--- config.mk ---
export PLATFORM = sky130hd
export DESIGN_NAME = uart_ctrl
export DESIGN_NICKNAME = d
export VERILOG_FILES = /design/src/rtl/uart_ctrl.sv
export SDC_FILE = /design/constraint.sdc
export NUM_CORES = 1
export LEC_CHECK = 0
export CORE_AREA = 5 5 74 76
export CTS_BUF_LIST = sky130_fd_sc_hd__clkbuf_4 sky130_fd_sc_hd__clkbuf_8
export DETAILED_ROUTE_END_ITERATION = 6
export DIE_AREA = 0 0 79 81
export GPL_ROUTABILITY_DRIVEN = 0
export PLACE_DENSITY = 0.78
export REMOVE_ABC_BUFFERS = 1
export SKIP_CTS_REPAIR_TIMING = 1
export SLEW_MARGIN = 20
export SYNTH_ARGS = -nofsm -noshare
export SYNTH_HDL_FRONTEND = slang
export SYNTH_SLANG_ARGS = --single-unit
--- constraint.sdc ---
create_clock -name clk_i -period 1.6 [get_ports clk_i]
set_input_delay 0.32 -clock clk_i [delete_from_list [all_inputs] [get_ports clk_i]]
set_output_delay 0.32 -clock clk_i [all_outputs]
set_load 0.01 [all_outputs]
--- src/rtl/uart_ctrl.sv ---
// uart_ctrl: CPU-bus register front end for one uart_tx / uart_rx pair.
// Define UART_CTRL_RX_FIFO_EN for an RX_DEPTH-entry RX FIFO; otherwise a single-byte RX buffer.
`default_nettype none

module uart_ctrl #(
  parameter int RX_DEPTH = 4
) (
  input  logic        clk_i,
  input  logic        rst_ni,
  input  logic        req_i,
  input  logic        we_i,
  input  logic [1:0]  addr_i,
  input  logic [7:0]  wdata_i,
  output logic [31:0] rdata_o,
  output logic        ack_o,
  output logic        irq_o,
  input  logic        rx_end_i,
  input  logic [7:0]  rx_data_i,
  output logic        tx_start_o,
  output logic [7:0]  tx_data_o,
  input  logic        tx_end_i
);

  typedef enum logic [1:0] {IDLE = 2'd0, START = 2'd1, ACTIVE = 2'd2} tx_state_e;

  localparam logic [1:0] A_STATUS = 2'd0;
  localparam logic [1:0] A_DATA   = 2'd1;
  localparam logic [1:0] A_CTRL   = 2'd2;

  if (RX_DEPTH < 2 || (RX_DEPTH & (RX_DEPTH - 1)) != 0) begin : g_depth_check
    $error("uart_ctrl: RX_DEPTH must be a power of two >= 2");
  end

  tx_state_e   state_q, state_d;
  logic        ack_q, irq_q, irq_d;
  logic [31:0] rdata_q, rdata_d;
  logic        rx_ovr_q, rx_ovr_d, tx_ovr_q, tx_ovr_d;
  logic        rx_ie_q, rx_ie_d, tx_ie_q, tx_ie_d;
  logic [7:0]  hold_q, hold_d, tx_data_q, tx_data_d;
  logic        hold_full_q, hold_full_d;
  logic        load_tx, tx_busy;
  logic        rx_valid, rx_full, pop, push, rx_ovr_set;
  logic [7:0]  rx_head;

  assign pop        = req_i && !we_i && (addr_i == A_DATA) && rx_valid;
  assign push       = rx_end_i && (!rx_full || pop);
  assign rx_ovr_set = rx_end_i && rx_full && !pop;

`ifdef UART_CTRL_RX_FIFO_EN
  localparam int AW = $clog2(RX_DEPTH);
  logic [7:0]  mem_q [RX_DEPTH];
  logic [AW:0] wptr_q, rptr_q;

  assign rx_valid = (wptr_q != rptr_q);
  assign rx_full  = (wptr_q[AW] != rptr_q[AW]) && (wptr_q[AW-1:0] == rptr_q[AW-1:0]);
  assign rx_head  = mem_q[rptr_q[AW-1:0]];

  always_ff @(posedge clk_i or negedge rst_ni) begin
    if (!rst_ni) begin
      wptr_q <= '0;
      rptr_q <= '0;
    end else begin
      if (push) wptr_q <= wptr_q + 1'b1;
      if (pop)  rptr_q <= rptr_q + 1'b1;
    end
  end

  // When full, a simultaneous pop frees exactly the slot the push lands in.
  always_ff @(posedge clk_i) begin
    if (push) mem_q[wptr_q[AW-1:0]] <= rx_data_i;
  end
`else
  logic [7:0] rx_buf_q;
  logic       rx_vld_q;

  assign rx_valid = rx_vld_q;
  assign rx_full  = rx_vld_q;
  assign rx_head  = rx_buf_q;

  always_ff @(posedge clk_i or negedge rst_ni) begin
    if (!rst_ni) begin
      rx_buf_q <= '0;
      rx_vld_q <= 1'b0;
    end else begin
      if (push) rx_buf_q <= rx_data_i;
      if (push)     rx_vld_q <= 1'b1;
      else if (pop) rx_vld_q <= 1'b0;
    end
  end
`endif

  assign tx_busy = hold_full_q || (state_q != IDLE);

  always_comb begin
    state_d = state_q;
    load_tx = 1'b0;
    unique case (state_q)
      IDLE:    if (hold_full_q) begin
                 state_d = START;
                 load_tx = 1'b1;
               end
      START:   state_d = ACTIVE;
      ACTIVE:  if (tx_end_i) state_d = IDLE;
      default: state_d = IDLE;
    endcase
  end

  always_comb begin
    rdata_d     = '0;
    rx_ovr_d    = rx_ovr_q;
    tx_ovr_d    = tx_ovr_q;
    rx_ie_d     = rx_ie_q;
    tx_ie_d     = tx_ie_q;
    hold_d      = hold_q;
    hold_full_d = hold_full_q && !load_tx;
    tx_data_d   = load_tx ? hold_q : tx_data_q;
    irq_d       = (rx_ie_q && rx_valid) || (tx_ie_q && !tx_busy);
    if (req_i && !we_i) begin
      unique case (addr_i)
        A_STATUS: rdata_d = {28'd0, tx_ovr_q, rx_ovr_q, tx_busy, rx_valid};
        A_DATA:   rdata_d = rx_valid ? {24'd0, rx_head} : 32'd0;
        A_CTRL:   rdata_d = {30'd0, tx_ie_q, rx_ie_q};
        default:  rdata_d = '0;
      endcase
    end
    if (req_i && we_i) begin
      unique case (addr_i)
        A_STATUS: begin
          if (wdata_i[2]) rx_ovr_d = 1'b0;
          if (wdata_i[3]) tx_ovr_d = 1'b0;
        end
        A_DATA: begin
          // Hold counts as full even in the cycle it is handed to the FSM.
          if (hold_full_q) tx_ovr_d = 1'b1;
          else begin
            hold_d      = wdata_i;
            hold_full_d = 1'b1;
          end
        end
        A_CTRL: begin
          rx_ie_d = wdata_i[0];
          tx_ie_d = wdata_i[1];
        end
        default: ;
      endcase
    end
    if (rx_ovr_set) rx_ovr_d = 1'b1;
  end

  always_ff @(posedge clk_i or negedge rst_ni) begin
    if (!rst_ni) begin
      state_q     <= IDLE;
      ack_q       <= 1'b0;
      rdata_q     <= '0;
      irq_q       <= 1'b0;
      rx_ovr_q    <= 1'b0;
      tx_ovr_q    <= 1'b0;
      rx_ie_q     <= 1'b0;
      tx_ie_q     <= 1'b0;
      hold_q      <= '0;
      hold_full_q <= 1'b0;
      tx_data_q   <= '0;
    end else begin
      state_q     <= state_d;
      ack_q       <= req_i;
      rdata_q     <= rdata_d;
      irq_q       <= irq_d;
      rx_ovr_q    <= rx_ovr_d;
      tx_ovr_q    <= tx_ovr_d;
      rx_ie_q     <= rx_ie_d;
      tx_ie_q     <= tx_ie_d;
      hold_q      <= hold_d;
      hold_full_q <= hold_full_d;
      tx_data_q   <= tx_data_d;
    end
  end

  assign ack_o      = ack_q;
  assign rdata_o    = rdata_q;
  assign irq_o      = irq_q;
  assign tx_start_o = (state_q == START);
  assign tx_data_o  = tx_data_q;

endmodule

`default_nettype wire

Word level (Yosys, flattened, before mapping)
Index checks and enable logic that the tools add are counted.

Register bits after elaboration: 66. Output and inout port bits: 43. Word-level logic and storage cells: 73.

Equality and inequality tests: 8. Mux-type cells: 20. Bitwise logic cells: 1. Reductions and logical operators: 31.

Operator list (count): case mux 8 bit (3 select lines) (1); two-way mux 8 bit (2); two-way mux 1 bit (13); nonzero test 2 bit (6); logical AND 1 bit (10); inequality test 2 bit, second input constant (4); case mux 2 bit (3 select lines) (1); AND reduction 3 bit (2); logical NOT 1 bit (5); equality test 2 x 1 -> 1 bit, second input constant (2); equality test 2 bit, second input constant (2); logical NOT 2 bit (2); two-way mux 2 bit (2); AND reduction 2 bit (2); AND reduction 4 bit (1); logical OR 1 bit (3); case mux 1 bit (2 select lines) (1); inverter 1 bit (1).

Logic depth before layout (Yosys ltp)
Gate-level depths: netlist of the first run.

Word-level depth: 8. Gate-level depth with buffers: 4.

Worst setup path after synthesis of the first run
No wires, ideal clock.

Path type: input -> register. From: input addr_i[1]. To: register hold_q[0]. Library setup time: 0.125 ns. Arrival time: 1.384 ns. Required time: 1.475 ns. Setup slack: 0.091 ns. Cell stages on the path: 3. Path buffers: 1. Cell sequence: clkbuf_1 nor4_4 mux2_2.

Longest elaborated chain between the ends: 2.

RTL lines: start: declaration (RTL line 12) `input logic [1:0] addr_i,`; equality test 2 x 1 -> 1 bit (RTL line 127) `unique case (addr_i)`; AND reduction 3 bit (no line); end signal: assignment (RTL line 172) `hold_q <= hold_d;`; end: declaration (RTL line 39) `logic [7:0] hold_q, hold_d, tx_data_q, tx_data_d;`.

No other way between the ends. A chain may end at the register's enable or synchronous reset.

Worst setup path in the final report of the first run
From: input we_i. To: register rx_buf_q[3].

Longest elaborated chain between the ends: 6.

RTL lines: start: declaration (RTL line 11) `input logic we_i,`; logical NOT 1 bit (RTL line 45) `assign pop = req_i && !we_i && (addr_i == A_DATA) && rx_valid;`; logical AND 1 bit (3 in series) (RTL line 45); logical OR 1 bit (RTL line 46) `assign push = rx_end_i && (!rx_full || pop);`; logical AND 1 bit (RTL line 46); end signal: assignment (RTL line 85) `if (push) rx_buf_q <= rx_data_i;`; end: declaration (RTL line 73) `logic [7:0] rx_buf_q;`.

No other way between the ends.

==> results of run 1 <==
-- sequential cells by signal, summed over array words and instances, names as in the netlist --
name	count
hold_q	8
rdata_o	8
rx_buf_q	8
tx_data_o	8
state_q	2
ack_o	1
hold_full_q	1
irq_o	1
rx_full	1
rx_ie_q	1
rx_ovr_q	1
tx_ie_q	1
tx_ovr_q	1
-- worst register-to-register path, cell delays in order, from the launching register on --
cell	delay, ns
dfrtp_1	0.40
buf_4	0.15
nor3b_1	0.29
buf_4	0.23
mux2_2	0.34
-- layout make-up --
cell class	instances	area share, %
Sequential cell	42	42.7
Tap cell	54	2.74
Timing Repair Buffer	61	23.5
Clock inverter	1	0.203
Multi-Input combinational cell	91	26.9
Inverter	2	0.305
Clock buffer	7	3.66
-- routing by layer --
metal  global-route usage, %  vias up  share of wire [%]
met2                    19.9       38                 51
met1                    14.7      596                 41
met4                    6.19        0                2.1
li1                        -      566                  -
met3                    3.33        5                5.6
met5                       0        -                  0
-- stage by stage --
stage          instance area, sq um  setup TNS [ns]  hold WS (ns)  total power [uW]
5_1_grt                        2460               0         0.515              3050
4_1_cts                        2440          -0.171       -0.0371              2910
6_report                       2460               0         0.496              2870
3_5_place_dp                   2340           -5.07         0.280              2200
2_1_floorplan                  1720          -0.668        0.0244              1760
3_3_place_gp                   2340           -4.45         0.275              2180
-- placed cells by master, fill, tap and decap left out, types with 6 or more instances in the layout --
cell / count
and3_1: 6
buf_4: 17
clkbuf_8: 6
clkdlybuf4s50_1: 39
conb_1: 24
dfrtp_1: 41
mux2_2: 26
-- report_power, final --
group | leakage (uW) | internal, uW | switching (uW) | total [uW]
Combinational | 0.000599 | 475 | 272 | 747
Clock | 0.0000517 | 365 | 336 | 701
Sequential | 0.000519 | 1300 | 119 | 1420
Total | 0.00117 | 2140 | 726 | 2870
-- kinds of logic after synthesis --
| logic type | Yosys count |
|---|---|
| buffers and inverters | 29 |
| AND/OR/NAND/NOR | 30 |
| flip-flops | 42 |
| other | 1 |
| AO/OA/AOI/OAI | 10 |
| multiplexers | 27 |
-- worst max-delay path by stage --
stage	startpoint	to	slack (ns)	cells after the start
6_report	we_i	rx_buf_q[3]	0.04	5
5_1_grt	state_q[0]	tx_data_o[1]	0.009	4
4_1_cts	state_q[0]	tx_start_o	-0.17	2
3_5_place_dp	addr_i[0]	hold_q[3]	-0.28	5
3_3_place_gp	addr_i[0]	hold_q[7]	-0.26	5
2_1_floorplan	hold_full_q	tx_data_o[0]	-0.08	2
==> impl_metrics.prom, run 1 <==
# TYPE chip_impl_metric gauge
chip_impl_metric{name="synthMuxAreaShare",unit="%"} 16.6
chip_impl_metric{name="wire_length_of_the_first_global_routing_pass",unit="um"} 5930
chip_impl_info{name="cell_with_the_most_instances_after_synthesis",value="dfrtp_1"} 1
chip_impl_metric{name="share_of_yosys_cell_area_claimed_by_the_top_area_cell_type",unit="%"} 57.6
chip_impl_metric{name="cts_max_path_buffers",unit=""} 2
chip_impl_metric{name="insertedDiodeCount",unit=""} 0
chip_impl_metric{name="clock_sink_count",unit=""} 42
chip_impl_metric{name="clock.fmax",unit="MHz"} 642
chip_impl_metric{name="synth_compound_gate_area_share",unit="%"} 3.98
chip_impl_metric{name="async_flop_share",unit="%"} 100
chip_impl_metric{name="final_util",unit="%"} 52.9
chip_impl_info{name="worstSetupStartpointType",value="primary input"} 1
chip_impl_metric{name="drc",unit=""} 0
chip_impl_metric{name="preCtsSetupSlack",unit="ns"} -0.279
chip_impl_metric{name="path_max_fanout",unit=""} 4
chip_impl_metric{name="layout.area.seq",unit="sq um"} 1050
chip_impl_metric{name="ratio_of_cells_with_drive_above_1_in_the_final_layout",unit="%"} 29.9
chip_impl_metric{name="dr_total_vias",unit=""} 1205
chip_impl_metric{name="period_minus_slack",unit="ns"} 1.56
chip_impl_metric{name="fin_crit_sh",unit="%"} 97.3
chip_impl_metric{name="clk-insertion-delay-late",unit="ns"} 0.29
chip_impl_metric{name="leakage",unit="uW"} 0.00117
chip_impl_metric{name="syn_to_final_growth",unit="%"} 35.0
chip_impl_metric{name="route.detailed.wl_per_inst",unit="um"} 14.1
chip_impl_metric{name="wirelength",unit="um"} 3640
chip_impl_info{name="synth_top_area_cell",value="dfrtp_1"} 1
chip_impl_metric{name="dp_hpwl",unit="um"} 2880
chip_impl_metric{name="cts.clk_slew.worst_paths",unit="ns"} 0.08
chip_impl_info{name="cp_cell_sequence",value="clkdlybuf4s50_1 > and4bb_2 > o21ai_2 > buf_4 > mux2_2"} 1
chip_impl_metric{name="proportion_of_synthesized_chip_area_in_sequential_cells",unit="%"} 57.6
chip_impl_metric{name="final_number_of_hold_violating_endpoints",unit=""} 0
chip_impl_metric{name="synth_enable_flop_cells",unit=""} 0
chip_impl_info{name="ctsRootBufferMaster",value="clkbuf_8"} 1
chip_impl_metric{name="power_per_cell_area",unit="nW/um^2"} 1160
chip_impl_metric{name="critical_path.n_buffers_inverters",unit=""} 2
chip_impl_info{name="synthTopCellsByCount",value="42 x dfrtp_1, 26 x mux2_2, 24 x buf_4"} 1
chip_impl_metric{name="synth.avg_cell_area",unit="sq um"} 13.1
chip_impl_metric{name="multi_input_area",unit="sq um"} 663
chip_impl_metric{name="start_util",unit="%"} 39.2
chip_impl_metric{name="drt_pass1_iterations",unit=""} 4
chip_impl_metric{name="area_of_the_die",unit="sq um"} 6400
chip_impl_info{name="timing.rr.end",value="tx_data_o[1]"} 1
chip_impl_metric{name="core-area",unit="sq um"} 4660
chip_impl_metric{name="setup.reg_to_reg.worst_slack",unit="ns"} 0.10
chip_impl_metric{name="syn-cell-area",unit="sq um"} 1830
chip_impl_metric{name="final-max-slew-violation-count",unit=""} 0
chip_impl_metric{name="yosys.area_share.adder",unit="%"} 0
chip_impl_info{name="synth.area.top_cells",value="dfrtp_1 58%, mux2_2 16%, buf_4 9.9%, and3_1 2.1%, nor4_4 1.2%"} 1
chip_impl_metric{name="vias_in_the_first_global_route",unit=""} 1266
chip_impl_metric{name="floorplan.io_pins",unit=""} 67
chip_impl_metric{name="num_rows",unit=""} 25
chip_impl_info{name="dominantRegCellSynth",value="dfrtp_1"} 1
chip_impl_info{name="kind_of_path_behind_the_tightest_hold_check",value="in -> async"} 1
chip_impl_metric{name="overflow",unit=""} 0
chip_impl_metric{name="critical-path-max-stage-delay",unit="ns"} 0.51
chip_impl_info{name="synth_top_family_by_area",value="multiplexers"} 1
chip_impl_metric{name="floorplan.die.height",unit="um"} 81
chip_impl_info{name="critical_path.slowest_cell",value="clkdlybuf4s50_1"} 1
chip_impl_metric{name="synth_seq_cells",unit=""} 42
chip_impl_metric{name="synthSimpleGateAreaFrac",unit="%"} 10.7
chip_impl_metric{name="detail_route.vias_per_cell",unit=""} 4.67
chip_impl_metric{name="cts-buffers-inserted",unit=""} 5
chip_impl_info{name="cpLargestDelayFamily",value="buffers and inverters"} 1
chip_impl_metric{name="irDropWorstVdd",unit="uV"} 434
chip_impl_metric{name="detailedRoute.firstIterationViolations",unit=""} 35
chip_impl_metric{name="htreeDepth",unit=""} 2
chip_impl_metric{name="initial_antenna_violation_count",unit=""} 0
chip_impl_info{name="timing.critical_path.to_type",value="flop"} 1
chip_impl_info{name="tritoncts_clock_tree",value="yes"} 1
chip_impl_metric{name="fillCellCount",unit=""} 381
chip_impl_metric{name="drv_cap",unit=""} 0
chip_impl_metric{name="netlist-cell-type-count",unit=""} 30
chip_impl_metric{name="worst-r2r-cell-count",unit=""} 4
chip_impl_metric{name="drt.antenna.violating_nets",unit=""} 0
chip_impl_info{name="rsz0062_at_grt",value="no"} 1
chip_impl_metric{name="netlist_instances",unit=""} 139
chip_impl_metric{name="final-instance-count-excl-fill",unit=""} 258
chip_impl_metric{name="placement.io_buffers",unit=""} 42
chip_impl_metric{name="numPlacedInstances",unit=""} 248
chip_impl_metric{name="grtUsageTotal",unit="%"} 12.1
chip_impl_info{name="status",value="finished, final reports clean"} 1
chip_impl_metric{name="worstPathArrival",unit="ns"} 1.73
chip_impl_metric{name="worstPathRequired",unit="ns"} 1.78
chip_impl_metric{name="ys.warnings.count",unit=""} 0
chip_impl_metric{name="post_synth_xor_area_fraction",unit="%"} 0
chip_impl_metric{name="final.setup.worst_slack",unit="ns"} 0.0427
chip_impl_metric{name="final_nets",unit=""} 227
chip_impl_info{name="regToRegStartpoint",value="state_q[0]"} 1
chip_impl_metric{name="floorplan.die.width",unit="um"} 79
chip_impl_metric{name="maximum_number_of_pins_on_one_net_before_global_route_repair",unit=""} 26
chip_impl_metric{name="finalClockSkew",unit="ns"} 0.00935
chip_impl_info{name="critPathKind",value="in -> reg"} 1
chip_impl_metric{name="timing.final.setup_violations",unit=""} 0
Note: power is estimated with default switching activity, not from simulation.
==> inputs of run 2 (changes only) <==
- PLACE_DENSITY: 0.78 -> 0.71
==> run 2 against run 1 <==
Effect of this change: largest power group unchanged; maximum frequency barely moved; critical path type unchanged; final cell count down 1.6%; final area is 1.4% lower.
==> impl_metrics.prom, run 2 (same netlist as run 1, synthesis figures left out) <==
# TYPE chip_impl_metric gauge
chip_impl_metric{name="drv_cap",unit=""} 0
chip_impl_info{name="ctsRootBufferMaster",value="clkbuf_8"} 1
chip_impl_metric{name="period_minus_slack",unit="ns"} 1.56
chip_impl_metric{name="route.detailed.wl_per_inst",unit="um"} 14.0
chip_impl_metric{name="wirelength",unit="um"} 3560
chip_impl_metric{name="drt.antenna.violating_nets",unit=""} 0
chip_impl_metric{name="htreeDepth",unit=""} 2
chip_impl_info{name="layout.cells.most_common",value="dfrtp_1"} 1
chip_impl_metric{name="worstPathRequired",unit="ns"} 1.78
chip_impl_metric{name="detail_route.vias_per_cell",unit=""} 4.61
chip_impl_info{name="hold_path_startpoint",value="rx_buf_q[6]"} 1
chip_impl_metric{name="drt_pass1_iterations",unit=""} 4
chip_impl_metric{name="path_max_fanout",unit=""} 9
chip_impl_info{name="final_cell_mix",value="41 x dfrtp_1, 40 x clkdlybuf4s50_1, 26 x mux2_2, 24 x conb_1, 12 x buf_4"} 1
chip_impl_info{name="busiest_layer",value="met2"} 1
chip_impl_metric{name="power_report.internal_total",unit="uW"} 2100
chip_impl_metric{name="critical_path.n_buffers_inverters",unit=""} 3
chip_impl_info{name="regToRegStartpoint",value="state_q[0]"} 1
chip_impl_metric{name="overflow",unit=""} 0
chip_impl_metric{name="clk-insertion-delay-late",unit="ns"} 0.29
chip_impl_info{name="critical_path.slowest_cell",value="clkdlybuf4s50_1"} 1
chip_impl_metric{name="placement.io_buffers",unit=""} 42
chip_impl_metric{name="finalClockSkew",unit="ns"} 0.00856
chip_impl_info{name="worstSetupStartpointType",value="primary input"} 1
chip_impl_metric{name="path_depth",unit=""} 5
chip_impl_metric{name="clockPowerShare",unit="%"} 23.9
chip_impl_metric{name="area_of_the_die",unit="sq um"} 6400
chip_impl_metric{name="power.net_switching",unit="uW"} 746
chip_impl_metric{name="power.switching_fraction",unit="%"} 26.2
chip_impl_metric{name="floorplan.die.width",unit="um"} 79
chip_impl_metric{name="drc",unit=""} 0
chip_impl_metric{name="detailedRoute.firstIterationViolations",unit=""} 56
chip_impl_metric{name="cts_max_path_buffers",unit=""} 2
chip_impl_metric{name="start_util",unit="%"} 39.2
chip_impl_metric{name="clock_sink_count",unit=""} 42
chip_impl_metric{name="grt_use_met2",unit="%"} 18.8
chip_impl_info{name="timing.critical_path.to_type",value="flop"} 1
chip_impl_metric{name="final_nets",unit=""} 223
chip_impl_metric{name="final_number_of_hold_violating_endpoints",unit=""} 0
chip_impl_metric{name="seq_power_share",unit="%"} 50.1
chip_impl_metric{name="vias_in_the_first_global_route",unit=""} 1213
chip_impl_metric{name="timing.final.setup_violations",unit=""} 0
chip_impl_metric{name="fin_crit_sh",unit="%"} 97.3
chip_impl_metric{name="met3_usage",unit="%"} 3.77
chip_impl_metric{name="worstPathArrival",unit="ns"} 1.74
chip_impl_metric{name="num_rows",unit=""} 25
chip_impl_info{name="cp_cell_sequence",value="clkdlybuf4s50_1 > inv_2 > nor4_4 > buf_6 > mux2_2"} 1
chip_impl_metric{name="postPlaceCellArea",unit="sq um"} 2310
chip_impl_info{name="critPathKind",value="in -> reg"} 1
chip_impl_metric{name="initial_antenna_violation_count",unit=""} 0
chip_impl_metric{name="clock.fmax",unit="MHz"} 642
chip_impl_metric{name="cts-buffers-inserted",unit=""} 5
chip_impl_metric{name="grtUsageTotal",unit="%"} 12.4
chip_impl_metric{name="core-area",unit="sq um"} 4660
chip_impl_metric{name="floorplan.die.height",unit="um"} 81
chip_impl_metric{name="wire_length_of_the_first_global_routing_pass",unit="um"} 5970
chip_impl_metric{name="maximum_number_of_pins_on_one_net_before_global_route_repair",unit=""} 24
chip_impl_info{name="min_delay_worst_endpoint",value="rx_buf_q[6]"} 1
chip_impl_metric{name="dp_hpwl",unit="um"} 2770
chip_impl_info{name="rsz0062_at_grt",value="no"} 1
chip_impl_info{name="status",value="finished, final reports clean"} 1
chip_impl_metric{name="syn_to_final_growth",unit="%"} 33.1
chip_impl_info{name="timing.rr.end",value="tx_data_o[3]"} 1
chip_impl_metric{name="whs_path_depth",unit=""} 1
chip_impl_metric{name="p_comb_share",unit="%"} 26.1
chip_impl_info{name="cpLargestDelayFamily",value="buffers and inverters"} 1
chip_impl_metric{name="insertedDiodeCount",unit=""} 0
chip_impl_metric{name="setup.reg_to_reg.worst_slack",unit="ns"} 0.20
chip_impl_metric{name="dr_total_vias",unit=""} 1170
chip_impl_metric{name="leakage",unit="uW"} 0.00114
chip_impl_metric{name="power_per_cell_area",unit="nW/um^2"} 1170
chip_impl_metric{name="critical-path-max-stage-delay",unit="ns"} 0.54
chip_impl_info{name="kind_of_path_behind_the_tightest_hold_check",value="reg -> reg"} 1
chip_impl_metric{name="totalPowerFinal",unit="uW"} 2840
chip_impl_metric{name="floorplan.io_pins",unit=""} 67
chip_impl_metric{name="layout.cell_area.non_filler",unit="sq um"} 2430
chip_impl_info{name="tritoncts_clock_tree",value="yes"} 1
chip_impl_metric{name="irDropWorstVdd",unit="uV"} 600
chip_impl_metric{name="grtUsageMet1",unit="%"} 15.5
chip_impl_metric{name="worst-r2r-cell-count",unit=""} 4
chip_impl_metric{name="ratio_of_cells_with_drive_above_1_in_the_final_layout",unit="%"} 28.5
chip_impl_metric{name="cts.clk_slew.worst_paths",unit="ns"} 0.08
chip_impl_metric{name="final-max-slew-violation-count",unit=""} 0
run 2: cell types whose count changed in the layout (fill, tap and decap cells not counted):
cell | previous run | this run
buf_4 | 17 | 12
buf_6 | 0 | 1
clkbuf_8 | 6 | 5
clkdlybuf4s50_1 | 39 | 40
clkinv_4 | 0 | 1
dlymetal6s2s_1 | 2 | 1
run 2: worst max-delay path by stage:
stage	start	to	slack, ns
2_1_floorplan	hold_full_q	tx_data_o[0]	-0.08
3_3_place_gp	addr_i[0]	hold_q[5]	-0.29
3_5_place_dp	addr_i[0]	hold_q[5]	-0.30
4_1_cts	state_q[1]	tx_start_o	-0.18
5_1_grt	we_i	rx_buf_q[7]	0.002
6_report	addr_i[0]	hold_q[5]	0.04
run 2: worst reg2reg max path: stages (launching register included):
cell	delay [ns]
dfrtp_1	0.40
buf_4	0.15
nor3b_1	0.18
buf_4	0.21
mux2_2	0.35
run 2: final cells by class:
cell class / instances / area [sq um]
Clock buffer: 6 / 76.3
Clock inverter: 2 / 13.8
Fill cell: 396 / 2230
Inverter: 2 / 7.51
Multi-Input combinational cell: 91 / 663
Sequential cell: 42 / 1050
Tap cell: 54 / 67.6
Timing Repair Buffer: 57 / 549
run 2: per-stage QoR:
step | utilization [%] | hold WS (ns) | setup TNS [ns] | cells | worst slack [ns]
2_1_floorplan | - | 0.0244 | -0.668 | 135 | -0.0834
3_3_place_gp | 49.6 | 0.295 | -4.93 | 244 | -0.285
3_5_place_dp | 49.6 | 0.303 | -4.85 | 244 | -0.298
4_1_cts | 51.5 | -0.0261 | -0.181 | 252 | -0.181
5_1_grt | 52.1 | 0.513 | 0 | 254 | 0.00210
6_report | 52.1 | 0.508 | 0 | 254 | 0.0425
run 2: metal layers:
metal | wire length (um) | part of all wire (%) | up-vias
li1 | - | - | 559
met1 | 1580 | 44 | 565
met2 | 1670 | 47 | 39
met3 | 191 | 5.4 | 7
met4 | 111 | 3.1 | 0
met5 | 0 | 0 | -
run 2: power by group through the flow:
stage	registers, uW	logic, uW	clock network [uW]
global placement	1440	730	0
CTS	1430	750	704
finish	1420	742	678
floorplan	1480	288	0
detailed placement	1450	749	0
global route	1460	803	754
==> inputs of run 3 (changes only) <==
- CORE_AREA: 5 5 74 76 -> 2 2 71 73
- DIE_AREA: 0 0 79 81 -> 0 0 73 75
==> run 3 against run 2 <==
Effect of this change: global-route usage up 0.49 points; core utilization is 0.40 points higher; first-iteration DRC count shrank 23%.
==> impl_metrics.prom, run 3 (same netlist as run 1, synthesis figures left out) <==
# TYPE chip_impl_metric gauge
chip_impl_info{name="status",value="finished, final reports clean"} 1
chip_impl_metric{name="route.detailed.wl_per_inst",unit="um"} 12.4
chip_impl_metric{name="worst-r2r-cell-count",unit=""} 4
chip_impl_metric{name="layout.cell_area.non_filler",unit="sq um"} 2450
chip_impl_metric{name="irDropWorstVdd",unit="uV"} 739
chip_impl_metric{name="slew_headroom",unit="%"} 66.5
chip_impl_metric{name="postPlaceCellArea",unit="sq um"} 2310
chip_impl_metric{name="vias_in_the_first_global_route",unit=""} 1178
chip_impl_info{name="timing.critical_path.to_type",value="flop"} 1
chip_impl_metric{name="core-area",unit="sq um"} 4660
chip_impl_metric{name="cts_max_path_buffers",unit=""} 2
chip_impl_metric{name="syn_to_final_growth",unit="%"} 34.1
chip_impl_metric{name="timing.final.setup_violations",unit=""} 0
chip_impl_info{name="layout.cells.most_common",value="dfrtp_1"} 1
chip_impl_metric{name="floorplan.die.height",unit="um"} 75
chip_impl_metric{name="floorplan.io_pins",unit=""} 67
chip_impl_info{name="timing.rr.end",value="tx_data_o[5]"} 1
chip_impl_info{name="critPathKind",value="in -> reg"} 1
chip_impl_metric{name="cts-buffers-inserted",unit=""} 5
chip_impl_metric{name="htreeDepth",unit=""} 2
chip_impl_metric{name="initial_antenna_violation_count",unit=""} 0
chip_impl_metric{name="drt.antenna.violating_nets",unit=""} 0
chip_impl_metric{name="wirelength",unit="um"} 3180
chip_impl_metric{name="wire_length_of_the_first_global_routing_pass",unit="um"} 5190
chip_impl_metric{name="detailedRoute.firstIterationViolations",unit=""} 43
chip_impl_metric{name="overflow",unit=""} 0
chip_impl_metric{name="start_util",unit="%"} 39.2
chip_impl_metric{name="drv_cap",unit=""} 0
chip_impl_metric{name="clk-insertion-delay-late",unit="ns"} 0.29
chip_impl_metric{name="placement.io_buffers",unit=""} 42
chip_impl_metric{name="final_number_of_hold_violating_endpoints",unit=""} 0
chip_impl_metric{name="fin_crit_sh",unit="%"} 97.0
chip_impl_metric{name="drc",unit=""} 0
chip_impl_metric{name="ratio_of_cells_with_drive_above_1_in_the_final_layout",unit="%"} 28.7
chip_impl_metric{name="path_max_fanout",unit=""} 9
chip_impl_metric{name="floorplan.die.width",unit="um"} 73
chip_impl_info{name="tritoncts_clock_tree",value="yes"} 1
chip_impl_metric{name="clock_sink_count",unit=""} 42
chip_impl_metric{name="cts.clk_slew.worst_paths",unit="ns"} 0.08
chip_impl_info{name="final_cell_mix",value="42 x dfrtp_1, 39 x clkdlybuf4s50_1, 26 x mux2_2, 24 x conb_1, 17 x buf_4"} 1
chip_impl_metric{name="dr_total_vias",unit=""} 1161
chip_impl_metric{name="fillCellCount",unit=""} 390
chip_impl_info{name="ctsRootBufferMaster",value="clkbuf_8"} 1
chip_impl_metric{name="dp_hpwl",unit="um"} 2400
chip_impl_metric{name="preCtsSetupSlack",unit="ns"} -0.286
chip_impl_metric{name="leakage",unit="uW"} 0.00116
chip_impl_metric{name="worstPathRequired",unit="ns"} 1.78
chip_impl_info{name="rsz0062_at_grt",value="no"} 1
chip_impl_info{name="worstSetupStartpointType",value="primary input"} 1
chip_impl_metric{name="setup.reg_to_reg.worst_slack",unit="ns"} 0.20
chip_impl_metric{name="drt_pass1_iterations",unit=""} 4
chip_impl_metric{name="num_rows",unit=""} 25
chip_impl_info{name="critPathLaunch",value="addr_i[0]"} 1
chip_impl_metric{name="area_of_the_die",unit="sq um"} 5480
chip_impl_metric{name="detail_route.vias_per_cell",unit=""} 4.54
chip_impl_metric{name="finalClockSkew",unit="ns"} 0.00590
chip_impl_metric{name="max_slew.worst_pin.slew",unit="ns"} 0.502
chip_impl_metric{name="insertedDiodeCount",unit=""} 0
chip_impl_metric{name="final-max-slew-violation-count",unit=""} 0
chip_impl_info{name="kind_of_path_behind_the_tightest_hold_check",value="in -> async"} 1
chip_impl_metric{name="worstPathArrival",unit="ns"} 1.73
chip_impl_metric{name="maximum_number_of_pins_on_one_net_before_global_route_repair",unit=""} 43
chip_impl_metric{name="period_minus_slack",unit="ns"} 1.55
chip_impl_metric{name="power_per_cell_area",unit="nW/um^2"} 1220
chip_impl_metric{name="final_nets",unit=""} 225
chip_impl_metric{name="final.setup.worst_slack",unit="ns"} 0.0487
chip_impl_metric{name="clock.fmax",unit="MHz"} 645
chip_impl_metric{name="grtUsageTotal",unit="%"} 12.8
chip_impl_info{name="regToRegStartpoint",value="state_q[0]"} 1
## run 3: cell type report
cell class	instances	area [sq um]	share of cell area, %
sequential	42	1050	42.9
multi-input combinational	91	661	27.0
timing repair buffer	59	548	22.4
clock buffer	5	68.8	2.81
tap	54	67.6	2.76
clock inverter	3	45.0	1.84
inverter	2	7.51	0.307
## run 3: power by group
group | internal (uW) | switching [uW]
combinational | 469 | 266
sequential | 1300 | 126
clock | 464 | 361
total | 2240 | 752
## run 3: worst max-delay path, stage by stage
cell and delay [ns]:
clkdlybuf4s50_1 0.53, inv_2 0.07, nor4_4 0.25, buf_4 0.21
mux2_2 0.34
## run 3: metal layers
| layer | part of all wire (%) | up-vias | track usage (%) |
|---|---|---|---|
| met2 | 47 | 38 | 19.7 |
| met4 | 2.2 | 0 | 6.79 |
| li1 | - | 560 | - |
| met1 | 46 | 556 | 16.1 |
| met5 | 0 | - | 0 |
| met3 | 5.0 | 7 | 4.42 |
## run 3: how the worst max path moves through the flow
stage / endpoint / slack, ns / cells after the start
6_report: hold_q[2] / 0.05 / 5
5_1_grt: hold_q[4] / 0.01 / 5
4_1_cts: tx_start_o / -0.18 / 2
3_5_place_dp: rx_buf_q[1] / -0.29 / 5
3_3_place_gp: rdata_o[1] / -0.25 / 6
2_1_floorplan: tx_data_o[0] / -0.08 / 2
## run 3: metrics by stage
stage | hold slack (ns) | instances | TNS (ns) | util (%) | total power [uW]
after global placement | 0.413 | 246 | -4.81 | 49.7 | 2170
after detailed placement | 0.416 | 246 | -5.00 | 49.7 | 2190
after floorplan | 0.0244 | 135 | -0.668 | - | 1760
final | 0.0773 | 256 | 0 | 52.5 | 2990
after global routing | 0.117 | 256 | 0 | 52.5 | 3150
after CTS | 0.0859 | 254 | -0.177 | 52.1 | 3030
